===== src/rtl/ram_arb_pkg.sv =====
// Shared types and helpers for the RAM port arbiter slice.
package ram_arb_pkg;

  typedef enum logic {
    ST_IDLE,
    ST_OWN
  } state_e;

  // Ceiling log2 with a floor of 1 so a 2-requester build still gets a 1-bit index.
  function automatic int unsigned clog2(input int unsigned v);
    int unsigned r;
    r = 1;
    for (int unsigned i = 1; i < 32; i++) begin
      if ((32'd1 << i) < v) r = i + 1;
    end
    return r;
  endfunction

endpackage


===== src/rtl/ram_port_arbiter_rr_pick.sv =====
// Round-robin picker: first set request at or after the start index, wrapping.
module rr_pick #(
  parameter int unsigned N  = 4,
  parameter int unsigned IW = 2
) (
  input  logic [N-1:0]  req,
  input  logic [IW-1:0] start,
  output logic [N-1:0]  pick,
  output logic [IW-1:0] idx,
  output logic          found
);

  always_comb begin
    int unsigned j;
    logic [IW-1:0] jj;
    pick  = '0;
    idx   = '0;
    found = 1'b0;
    for (int unsigned k = 0; k < N; k++) begin
      j  = (32'(start) + k) % N;
      jj = IW'(j);
      if (!found && req[jj]) begin
        found    = 1'b1;
        pick[jj] = 1'b1;
        idx      = jj;
      end
    end
  end

endmodule


===== src/rtl/ram_port_arbiter.sv =====
// Round-robin, burst-bounded arbiter sharing one RAM read/write port among requesters.
module ram_port_arbiter
  import ram_arb_pkg::*;
#(
  parameter int unsigned NUM_REQ   = 4,
  parameter int unsigned AW        = 11,
  parameter int unsigned DW        = 32,
  parameter int unsigned RD_LAT    = 1,
  parameter int unsigned BURST_MAX = 4
) (
  input  logic                  clk,
  input  logic                  rst,
  input  logic [NUM_REQ-1:0]    req,
  input  logic [NUM_REQ-1:0]    we,
  input  logic [NUM_REQ*AW-1:0] addr,
  input  logic [NUM_REQ*DW-1:0] wdata,
  output logic [NUM_REQ-1:0]    gnt,
  output logic [NUM_REQ-1:0]    rvalid,
  output logic [DW-1:0]         rdata,
  output logic                  ram_wen,
  output logic                  ram_ren,
  output logic [AW-1:0]         ram_waddr,
  output logic [AW-1:0]         ram_raddr,
  output logic [DW-1:0]         ram_wdata,
  input  logic [DW-1:0]         ram_rdata,
  output logic                  busy
);

  localparam int unsigned IDX_W = clog2(NUM_REQ);
  localparam int unsigned CW    = 4;

  function automatic logic [IDX_W-1:0] next_idx(input logic [IDX_W-1:0] i);
    return (i == IDX_W'(NUM_REQ - 1)) ? '0 : i + 1'b1;
  endfunction

  state_e             state_q, state_d;
  logic [IDX_W-1:0]   owner_q, owner_d;
  logic [IDX_W-1:0]   ptr_q, ptr_d;
  logic [CW-1:0]      cnt_q, cnt_d;

  logic               grant_v;
  logic               grant_from_pick;
  logic [IDX_W-1:0]   grant_idx;

  logic [NUM_REQ-1:0] owner_oh;
  logic [NUM_REQ-1:0] others;
  logic [NUM_REQ-1:0] pick_req;
  logic [IDX_W-1:0]   pick_start;
  logic [NUM_REQ-1:0] pick_oh;
  logic [IDX_W-1:0]   pick_idx;
  logic               pick_found;

  logic               sel_we;
  logic [AW-1:0]      sel_addr;
  logic [DW-1:0]      sel_wdata;

  logic [RD_LAT:0]             tag_vld;
  logic [RD_LAT:0][IDX_W-1:0]  tag_idx;

  assign owner_oh = NUM_REQ'(1) << owner_q;
  assign others   = req & ~owner_oh;

  // One shared picker: IDLE scans from the pointer, a handover scans from owner+1.
  always_comb begin
    pick_req   = req;
    pick_start = ptr_q;
    if (state_q == ST_OWN) begin
      pick_req   = others;
      pick_start = next_idx(owner_q);
    end
  end

  rr_pick #(
    .N  (NUM_REQ),
    .IW (IDX_W)
  ) u_rr_pick (
    .req   (pick_req),
    .start (pick_start),
    .pick  (pick_oh),
    .idx   (pick_idx),
    .found (pick_found)
  );

  // Next-state logic
  always_comb begin
    state_d         = state_q;
    owner_d         = owner_q;
    ptr_d           = ptr_q;
    cnt_d           = cnt_q;
    grant_v         = 1'b0;
    grant_from_pick = 1'b0;
    grant_idx       = owner_q;
    unique case (state_q)
      ST_IDLE: begin
        if (pick_found) begin
          grant_v         = 1'b1;
          grant_from_pick = 1'b1;
          grant_idx       = pick_idx;
          owner_d         = pick_idx;
          cnt_d           = CW'(1);
          state_d         = ST_OWN;
        end
      end
      ST_OWN: begin
        if (req[owner_q] && ((cnt_q < CW'(BURST_MAX)) || !(|others))) begin
          grant_v   = 1'b1;
          grant_idx = owner_q;
          if (cnt_q < CW'(BURST_MAX)) cnt_d = cnt_q + 1'b1;
        end else if (pick_found) begin
          grant_v         = 1'b1;
          grant_from_pick = 1'b1;
          grant_idx       = pick_idx;
          owner_d         = pick_idx;
          cnt_d           = CW'(1);
          ptr_d           = next_idx(pick_idx);
        end else begin
          state_d = ST_IDLE;
          ptr_d   = next_idx(owner_q);
        end
      end
      default: state_d = ST_IDLE;
    endcase
  end

  // Output logic
  always_comb begin
    gnt = '0;
    if (grant_v) gnt = grant_from_pick ? pick_oh : owner_oh;
  end

  always_comb begin
    sel_we    = 1'b0;
    sel_addr  = '0;
    sel_wdata = '0;
    for (int unsigned i = 0; i < NUM_REQ; i++) begin
      if (grant_idx == IDX_W'(i)) begin
        sel_we    = we[i];
        sel_addr  = addr[i*AW +: AW];
        sel_wdata = wdata[i*DW +: DW];
      end
    end
  end

  // State register
  always_ff @(posedge clk) begin
    if (rst) begin
      state_q <= ST_IDLE;
      owner_q <= '0;
      ptr_q   <= '0;
      cnt_q   <= '0;
    end else begin
      state_q <= state_d;
      owner_q <= owner_d;
      ptr_q   <= ptr_d;
      cnt_q   <= cnt_d;
    end
  end

  // RAM port registers, tag pipeline and read-return registers
  always_ff @(posedge clk) begin
    if (rst) begin
      ram_wen   <= 1'b0;
      ram_ren   <= 1'b0;
      ram_waddr <= '0;
      ram_raddr <= '0;
      ram_wdata <= '0;
      tag_vld   <= '0;
      tag_idx   <= '0;
      rvalid    <= '0;
      rdata     <= '0;
    end else begin
      ram_wen <= grant_v & sel_we;
      ram_ren <= grant_v & ~sel_we;
      if (grant_v && sel_we) begin
        ram_waddr <= sel_addr;
        ram_wdata <= sel_wdata;
      end
      if (grant_v && !sel_we) ram_raddr <= sel_addr;
      tag_vld <= {tag_vld[RD_LAT-1:0], grant_v & ~sel_we};
      tag_idx <= {tag_idx[RD_LAT-1:0], grant_idx};
      rvalid  <= tag_vld[RD_LAT] ? (NUM_REQ'(1) << tag_idx[RD_LAT]) : '0;
      if (tag_vld[RD_LAT]) rdata <= ram_rdata;
    end
  end

  assign busy = (|req) | (|tag_vld);

endmodule

===== config.mk =====
export PLATFORM = sky130hd
export DESIGN_NAME = ram_port_arbiter
export DESIGN_NICKNAME = d
export VERILOG_FILES = /design/src/rtl/ram_arb_pkg.sv /design/src/rtl/ram_port_arbiter_rr_pick.sv /design/src/rtl/ram_port_arbiter.sv
export SDC_FILE = /design/constraint.sdc
export NUM_CORES = 1
export LEC_CHECK = 0
export CELL_PAD_IN_SITES_DETAIL_PLACEMENT = 0
export CELL_PAD_IN_SITES_GLOBAL_PLACEMENT = 1
export CORE_MARGIN = 1.5
export CORE_UTILIZATION = 26
export CTS_CLUSTER_DIAMETER = 40
export DETAILED_ROUTE_END_ITERATION = 12
export PLACE_DENSITY_LB_ADDON = 0.1
export RECOVER_POWER = 100
export SLEW_MARGIN = 20
export SYNTH_ARGS = -nofsm -noshare
export SYNTH_HDL_FRONTEND = slang
export SYNTH_SLANG_ARGS = --single-unit

===== constraint.sdc =====
create_clock -name clk -period 4.7 [get_ports clk]
set_input_delay 0.705 -clock clk [delete_from_list [all_inputs] [get_ports clk]]
set_output_delay 0.705 -clock clk [all_outputs]
set_load 0.02 [all_outputs]

==> results of run 1 <==
[how the worst max path moves through the flow]
stage,cells after the start,to,slack (ns),startpoint
global route,14,ram_raddr[8],0.05,tag_idx[0]
floorplan,16,ram_wdata[2],0.17,tag_idx[0]
detailed placement,13,ram_raddr[8],0.15,tag_idx[1]
global placement,11,ram_raddr[6],0.22,req[1]
finish,15,ram_wdata[27],0.32,tag_idx[0]
CTS,12,gnt[2],0.03,tag_idx[1]
[placed cells by master (no fill, tap or decap), types with 26 or more instances in the layout]
cell type,count
mux2_2,29
o2111ai_1,32
o21ai_1,26
nand3_1,108
dfxtp_1,103
dlygate4sd3_1,93
a21oi_1,58
nor2_1,55
clkdlybuf4s50_1,212
mux2i_1,38
o21ai_0,89
[report_power, final]
part	internal [W]	total [W]	switching, W
clock	0.000389	0.000806	0.000417
sequential	0.00113	0.00123	0.000105
combinational	0.00262	0.00685	0.00423
[area by class of cell]
cell class	instances	area (sq um)	area share, %
Tap cell	319	399	4.03
Clock inverter	7	93.8	0.948
Clock buffer	9	225	2.28
Inverter	6	25.0	0.253
Timing Repair Buffer	337	3310	33.4
Multi-Input combinational cell	569	3760	38.0
Sequential cell	104	2080	21.1
[metrics by stage]
step	utilization, %	instance area (sq um)	total power (W)	instances
after floorplan	-	6190	0.00616	758
after global placement	40.9	9570	0.00819	1332
after detailed placement	40.9	9570	0.00818	1332
after CTS	42.3	9900	0.00905	1350
after global routing	42.3	9890	0.00972	1351
final	42.3	9890	0.00888	1351
[critical path, delay by kind of cell, from the launching register on]
kind | cells | cell delay, ns
AND/OR/NAND/NOR | 1 | 0.16
multiplexers | 3 | 1.15
adder cells (fa/ha/maj) | 2 | 0.72
buffers and inverters | 5 | 0.81
AO/OA/AOI/OAI | 4 | 0.97
flip-flops | 1 | 0.43
[cells in the mapped netlist (3+ instances only)]
cell type / instances
nand3_1: 108
dfxtp_1: 104
o21ai_0: 89
a21oi_1: 58
nor2_1: 58
clkbuf_1: 46
mux2i_1: 38
o2111ai_1: 32
mux2_2: 29
o21ai_1: 26
nand4_1: 22
buf_2: 19
nand2_1: 15
ha_1: 13
buf_6: 7
mux2_1: 7
nor3_1: 7
a21boi_1: 6
a22oi_1: 5
inv_1: 5
a221oi_1: 4
buf_4: 4
nand2b_1: 4
nor2b_1: 4
a211oi_1: 3
and3_1: 3
buf_1: 3
mux4_2: 3
[kinds of logic (layout without fill, tap and decap cells)]
kind of cell               Yosys count  in the layout
xor gates and xnor gates             1              1
DFF                                104            104
muxes                               78             78
and+or+nand+nor                    234            234
adders and majority gates           13             13
buffers and inverters               85            359
AOI/OAI and AO/OA                  243            243
[registers in the layout (all words and copies together) (netlist names), 2 cells and up]
name,count
tag_idx,4
rvalid,4
ram_waddr,11
ram_raddr,11
ram_wdata,32
rdata,32
tag_vld,2
cnt_q,4
ptr_q,2
[layer usage]
layer | up-vias | part of all wire (%) | global-route usage, %
li1 | 3360 | - | -
met1 | 3176 | 40 | 24.0
met2 | 241 | 50 | 36.2
met3 | 38 | 7.4 | 6.00
met4 | 2 | 2.6 | 7.46
met5 | - | 0.050 | 0
[what timing repair did]
| action | CTS | global route |
|---|---|---|
| setup endpoints to repair | 4 | 59 |
| pin swaps | 0 | 1 |
| hold endpoints to repair | 0 | 0 |
| resized for setup | 0 | 10 |
| setup buffers | 2 | 1 |
==> results.cfg, run 1 <==
[timing]
layout_setup_ws_ns = 0.320
tightest_slew_ns = 2.41
setup_tns_ns = 0
fmax_mhz = 228
setup_violations = 0
slew_headroom_pct = -60.6
rsz0062_at_grt = false
post-route-period-util_pct = 93.2
holdWs_ns = 0.464
maxSlewViolCount = 34
period_needed_ns = 4.38
skew_ns = 0.0135
finalHoldViolCount = 0

[global_routing]
grt-ovfl-total = 0
grtUsageTotal_pct = 20.8
grt_pass1_vias = 6923
grt_antenna_before_repair = 1
grt_pass1_wl_um = 39300
grt_max_degree = 77

[drt]
vias = 6817
initialDrtViolationCount = 374
viasPerCell = 5.05
drt_first_pass_iters = 6
wl_um = 25800
postRouteAntennaNets = 0
wl_per_cell_um = 19.1
drc_errors = 0

[place]
pre_cts_slack_ns = 0.151
dp_hpwl_um = 18500
port_buffers = 310
place_congestion = 0.844

[yosys]
syn_avg_cell_area_sq_um = 8.17
ys_ff_latch = 104
synth_area_sq_um = 6190
synthCells = 758
ys_seq_area_share_pct = 33.6
yosysTopAreaCellShare_pct = 33.6
synth_fa_ha_area_share_pct = 2.63
syn_nets = 985
synthMuxAreaShare_pct = 14.0
synthSimpleGateAreaFrac_pct = 18.6
synthArstFlopShare_pct = 0
yosys-top-cells-area = dfxtp_1, nand3_1, o21ai_0, mux2i_1, mux2_2
synth_xor_area_share_pct = 0.141
synth_enable_flop_cells = 0
ys.flop_type = dfxtp_1
yosysTopAreaCell = dfxtp_1
synth_compound_area_share_pct = 24.3
synth_top_family_by_area = compound AO/OA/AOI/OAI gates
ys_types = 60
yosysWarnings = 0

[floorplanning]
die_area_sq_um = 24800
die-height_um = 157
ios = 311
start_util_pct = 26.5
placement_rows = 56
coreArea_sq_um = 23400
die_x_um = 157

[pwr]
power_density_nw_per_um2 = 898
power_leakage_nw = 3.77
peakVddDrop_v = 0.000859

[setup_path]
ff2ff_setup_slack_ns = 0.32
startpoint_type = register
path_class = register to register
cpMaxStageDelayCell = mux4_2
r2r_start = tag_idx[0]
r2r-end = ram_wdata[27]
arrival_ns = 4.60
crit_chain = inv_1, ha_1, mux2i_2, inv_1, ha_2, mux4_2, clkbuf_1, o41a_1, buf_4, o221a_2, nor2_4, buf_4, mux2_2, o2111ai_1, a21oi_1
max_stage_delay_ns = 0.58
worstPathMaxFanout = 8
cp.required_ns = 4.92
end_kind = register
r2r_cells = 15

[run_status]
violations = capacitance limit, slew limit
run_status = complete, but fails checks

[clock_tree]
postCtsHoldBufs = 0
clockRootBuffer = clkbuf_16
cts_buffers = 9
cts_sinks = 104
clock_latency_ns = 0.36
cts.path.max_buffers = 2
htree_levels = 3
tritoncts = built
cts.clk_slew.worst_paths_ns = 0.08

[worst_hold_path]
hold_start = tag_idx[3]
whs_path_depth = 1
hold_end = rvalid[1]
hp-class = register to register

[final_layout]
diodes = 0
finalNetCount = 1254
area_delta_synth_final_pct = 59.7
drive_gt1_share_pct = 9.30
fillers = 2408

[job]
max-cap-violations = 1
Power figures use the tool's default switching activity.
==> inputs of run 2 (changes only) <==
SETUP_SLACK_MARGIN = 0.5   (was not set)
==> run 2 against run 1 <==
  * Global-route usage fell by 0.25 points
  * Clock skew rose by 0.0020 ns
  * Critical path type unchanged
  * Register-to-register slack improved by 0.10 ns
  * Critical endpoint is now ram_raddr[0]
  * The flow still finishes with violations (capacitance limit, slew limit)
  * Final cell count rose by 0.96%
  * Sequential power barely moved
  * Count of clock-buffer cells in the layout did not move
  * Setup slack improved by 0.10 ns
  * Highest routed layer is now met4
  * Combinational power rose by 7.9%
  * Via count rose by 0.34%
  * Flip-flop and latch count did not move
  * Total power rose by 6.1%
  * Die area did not move
==> results.cfg, run 2 (synthesis gave the netlist of run 1 again) <==
[setup_path]
r2r_cells = 16
startpoint_type = register
cpMaxStageDelayCell = mux4_2
cp.required_ns = 4.80
crit_chain = inv_2, ha_1, mux2i_4, inv_2, ha_4, mux4_2, buf_4, buf_4, o41ai_4, clkbuf_1, nand2_1, and3_1, o32a_2, buf_12, o21ai_0, a21oi_1
cp_top_family = buffers and inverters
worstPathMaxFanout = 55
path_class = register to register
arrival_ns = 4.37
path_buf_inv = 6
end_kind = register
max_stage_delay_ns = 0.57
ff2ff_setup_slack_ns = 0.42
cp.depth = 16

[global_routing]
grt_pass1_vias = 6826
grt_pass1_wl_um = 38900
grt-ovfl-total = 0
grt_max_degree = 67
grt_antenna_before_repair = 1
grtUsageTotal_pct = 20.5

[floorplanning]
placement_rows = 56
die-height_um = 157
start_util_pct = 26.5
die_x_um = 157
coreArea_sq_um = 23400
die_area_sq_um = 24800
ios = 311

[clock_tree]
cts.clk_slew.worst_paths_ns = 0.08
clockRootBuffer = clkbuf_16
htree_levels = 3
cts_sinks = 104
cts_buffers = 9
postCtsHoldBufs = 0
tritoncts = built
cts.path.max_buffers = 2
clock_latency_ns = 0.36

[job]
max-cap-violations = 1

[place]
dpl_cell_area_sq_um = 9600
pre_cts_slack_ns = 0.351
place_congestion = 0.811
placedCellCount = 1333
dp_hpwl_um = 18300
port_buffers = 310

[timing]
fmax_mhz = 234
rsz0062_at_grt = true
maxSlewViolCount = 67
skew_ns = 0.0155
setup_violations = 0
slew_headroom_pct = -109
period_needed_ns = 4.28
layout_setup_ws_ns = 0.422
tightest_slew_ns = 3.13
holdWs_ns = 0.458
setup_tns_ns = 0
finalHoldViolCount = 0
post-route-period-util_pct = 91.0

[drt]
vias = 6840
wl_um = 26200
drt_first_pass_iters = 4
viasPerCell = 5.01
postRouteAntennaNets = 0
drc_errors = 0
wl_per_cell_um = 19.2
initialDrtViolationCount = 297

[pwr]
power_leakage_nw = 3.88
power_density_nw_per_um2 = 932
peakVddDrop_v = 0.000700

[final_layout]
reg_top3 = ram_wdata x32, rdata x32
final_cell_mix = clkdlybuf4s50_1, nand3_1, dfxtp_1, dlygate4sd3_1, o21ai_0
final_area_sq_um = 10100
area_delta_synth_final_pct = 63.2
finalNetCount = 1266
drive_gt1_share_pct = 12.1
fin_cells = 1364
layout_commonest_cell = clkdlybuf4s50_1

[worst_hold_path]
hp-class = register to register
whs_path_depth = 1

[run_status]
run_status = complete, but fails checks
violations = capacitance limit, slew limit
==> run 2: changes by cell type in the layout (fill, tap and decap cells not counted), sizes merged <==
| cell | change |
|---|---|
| clkbuf | +2 |
| inv | +1 |
| clkinv | -1 |
| buf | +10 |
| diode | +1 |
==> run 2: where the power goes <==
part / leakage [nW] / internal (W) / total (W) / switching (W)
logic: 2.87 / 0.00292 / 0.00739 / 0.00447
clock network: 0.153 / 0.000388 / 0.000793 / 0.000404
registers: 0.854 / 0.00113 / 0.00124 / 0.000111
total: 3.88 / 0.00444 / 0.00942 / 0.00499
==> run 2: repair_timing <==
action | CTS | global route
pin swaps | 1 | 3
setup buffers | 6 | 6
gates cloned | 0 | 2
setup endpoints to repair | 58 | 58
gates resized for setup | 18 | 22
==> run 2: metal layers <==
| layer | vias up | GRT usage (%) | wire [um] |
|---|---|---|---|
| met1 | 3223 | 23.9 | 10800 |
| met2 | 201 | 36.5 | 13300 |
| met4 | 0 | 5.80 | 467 |
| li1 | 3393 | - | - |
| met3 | 23 | 5.70 | 1740 |
| met5 | - | 0 | 0 |
==> run 2: cell type report <==
class / instances / area, sq um
clock inverter: 7 / 88.8
sequential: 104 / 2090
timing repair buffer: 349 / 3450
clock buffer: 9 / 225
inverter: 6 / 25.0
fill: 2418 / 13300
antenna: 1 / 2.50
tap: 319 / 399
multi-input combinational: 569 / 3830
==> run 2: through the flow <==
step	util, %	power [W]
finish	43.2	0.00942
global placement	41.0	0.00837
floorplan	-	0.00619
detailed placement	41.0	0.00833
CTS	42.7	0.00926
global route	43.2	0.0102
==> run 2: path summary, 6_finish.rpt <==
kind	from	endpoint
max	tag_idx[0]	ram_raddr[0]
min	tag_idx[2]	rvalid[0]
max reg2reg	tag_idx[0]	ram_raddr[0]
min reg2reg	tag_idx[2]	rvalid[0]
==> inputs of run 3 (changes only) <==
clock period = 3.5 ns   (was 4.7 ns; I/O delays follow)
==> run 3 against run 2 <==
  * The flow finishes with violations (setup timing)
  * Via count rose by 6.1%
  * Non-clock buffer count grew 68
  * Critical path depth grew 3
  * Clock skew grew 0.0073 ns
  * Wire length rose by 12%
  * Flip-flop and latch count did not move
  * Count of clock-buffer cells in the layout stayed put
  * Worst hold slack lost 0.0026 ns
  * Largest cell class is now non-clock buffers
  * Highest routed layer unchanged
==> results.cfg, run 3 (synthesis gave the netlist of run 1 again) <==
[global_routing]
grtUsageTotal_pct = 22.6
busiest_layer = met2
grt_antenna_before_repair = 1
grt_max_degree = 79
grt-ovfl-total = 0
use_met1_pct = 25.4
grt_pass1_vias = 7468
gr-usage-met3_pct = 6.31
use_met2_pct = 40.5
grt_pass1_wl_um = 42600

[drt]
drt_first_pass_iters = 4
drc_errors = 0
wl_um = 29300
postRouteAntennaNets = 0
initialDrtViolationCount = 301
vias = 7259
wl_per_cell_um = 20.4
viasPerCell = 5.07

[final_layout]
final_area_sq_um = 11500
reg_top3 = ram_wdata x32, rdata x32
finalNetCount = 1334
drive_gt1_share_pct = 23.0
layout_commonest_cell = clkdlybuf4s50_1
fillers = 2311
final_cell_mix = clkdlybuf4s50_1, nand3_1, dfxtp_1, o21ai_0, buf_4
utilization_pct = 49.0
area_delta_synth_final_pct = 85.1

[floorplanning]
die_area_sq_um = 24800
start_util_pct = 26.5
placement_rows = 56
die-height_um = 157
die_x_um = 157
ios = 311
coreArea_sq_um = 23400

[clock_tree]
cts.path.max_buffers = 2
clockRootBuffer = clkbuf_16
cts_sinks = 104
tritoncts = built
cts_buffers = 9
postCtsHoldBufs = 0
clock_latency_ns = 0.37
htree_levels = 3
cts.clk_slew.worst_paths_ns = 0.08

[setup_path]
end_kind = register
startpoint_type = register
cp.required_ns = 3.75
path_class = register to register
arrival_ns = 4.02
worstPathMaxFanout = 9

[timing]
post-route-period-util_pct = 108
maxSlewViolCount = 0
slew_headroom_pct = 38.2
skew_ns = 0.0227
period_needed_ns = 3.77
setup_violations = 60
layout_setup_ws_ns = -0.270
rsz0062_at_grt = true
fmax_mhz = 265
finalHoldViolCount = 0
tightest_slew_ns = 0.926

[run_status]
violations = setup timing
run_status = complete, but fails checks

[job]
max-cap-violations = 0

[place]
dpl_cell_area_sq_um = 10200
port_buffers = 310
dp_hpwl_um = 18300
place_congestion = 0.835

[worst_hold_path]
hp-class = register to register
run 3: cell types whose count changed in the layout (fill, tap and decap cells not counted), moves of 11 or more:
cell | previous run | this run
buf_12 | 4 | 15
buf_4 | 31 | 58
buf_6 | 0 | 22
clkdlybuf4s50_1 | 212 | 305
dlygate4sd3_1 | 93 | 0
o2111ai_1 | 32 | 17
o2111ai_2 | 0 | 15
o21ai_0 | 88 | 61
o21ai_2 | 0 | 18
run 3: final cells by class:
type,count,area (sq um),area share (%)
Antenna cell,1,2.50,0.0218
Clock buffer,9,225,1.96
Clock inverter,7,88.8,0.775
Inverter,6,30.0,0.262
Multi-Input combinational cell,569,4180,36.4
Sequential cell,104,2090,18.2
Tap cell,319,399,3.48
Timing Repair Buffer,417,4460,38.9
run 3: critical path: stages, from the launching register on:
cell	delay [ns]
dfxtp_4	0.36
buf_12	0.13
inv_6	0.05
ha_4	0.19
mux2i_4	0.17
inv_2	0.10
ha_4	0.28
mux4_2	0.53
buf_8	0.16
o41ai_4	0.33
buf_4	0.18
nand2_2	0.08
buf_6	0.13
a21boi_4	0.15
buf_6	0.12
o32ai_4	0.08
buf_12	0.17
bufbuf_16	0.28
o21ai_1	0.11
a21oi_1	0.07
run 3: metal layers:
metal | wire length [um] | share of wire, % | vias to the layer above
met5 | 0 | 0 | -
met4 | 888 | 3.0 | 0
met3 | 2020 | 6.9 | 48
met2 | 14900 | 51 | 246
met1 | 11400 | 39 | 3427
li1 | - | - | 3538
run 3: per-stage QoR:
step / instances / setup WS, ns / setup TNS (ns) / hold WS [ns]
after floorplan: 758 / -0.349 / -18.04 / 0.418
after global placement: 1379 / -0.629 / -25.97 / 0.445
after detailed placement: 1380 / -0.410 / -16.83 / 0.444
after CTS: 1415 / -0.246 / -10.73 / 0.457
after global routing: 1432 / -0.428 / -22.38 / 0.475
final: 1432 / -0.270 / -13.17 / 0.455
run 3: worst paths after layout:
check             startpoint       endpoint  slack, ns  depth (start not counted)
hold reg to reg   tag_idx[3]      rvalid[1]       0.46                          1
hold / removal    tag_idx[3]      rvalid[1]       0.46                          1
setup reg to reg  tag_idx[0]  ram_wdata[15]      -0.27                         19
setup / recovery  tag_idx[0]  ram_wdata[15]      -0.27                         19
run 3: repair_timing:
action	4_1_cts	5_1_grt
endpoints found under the setup margin	66	67
gates resized for setup	99	47
setup buffers	11	10
pin swaps	7	21
gates cloned	8	6
Power of run 3 is not shown: default switching activity piles up to over one toggle a cycle in this logic, so the estimate is an artifact.
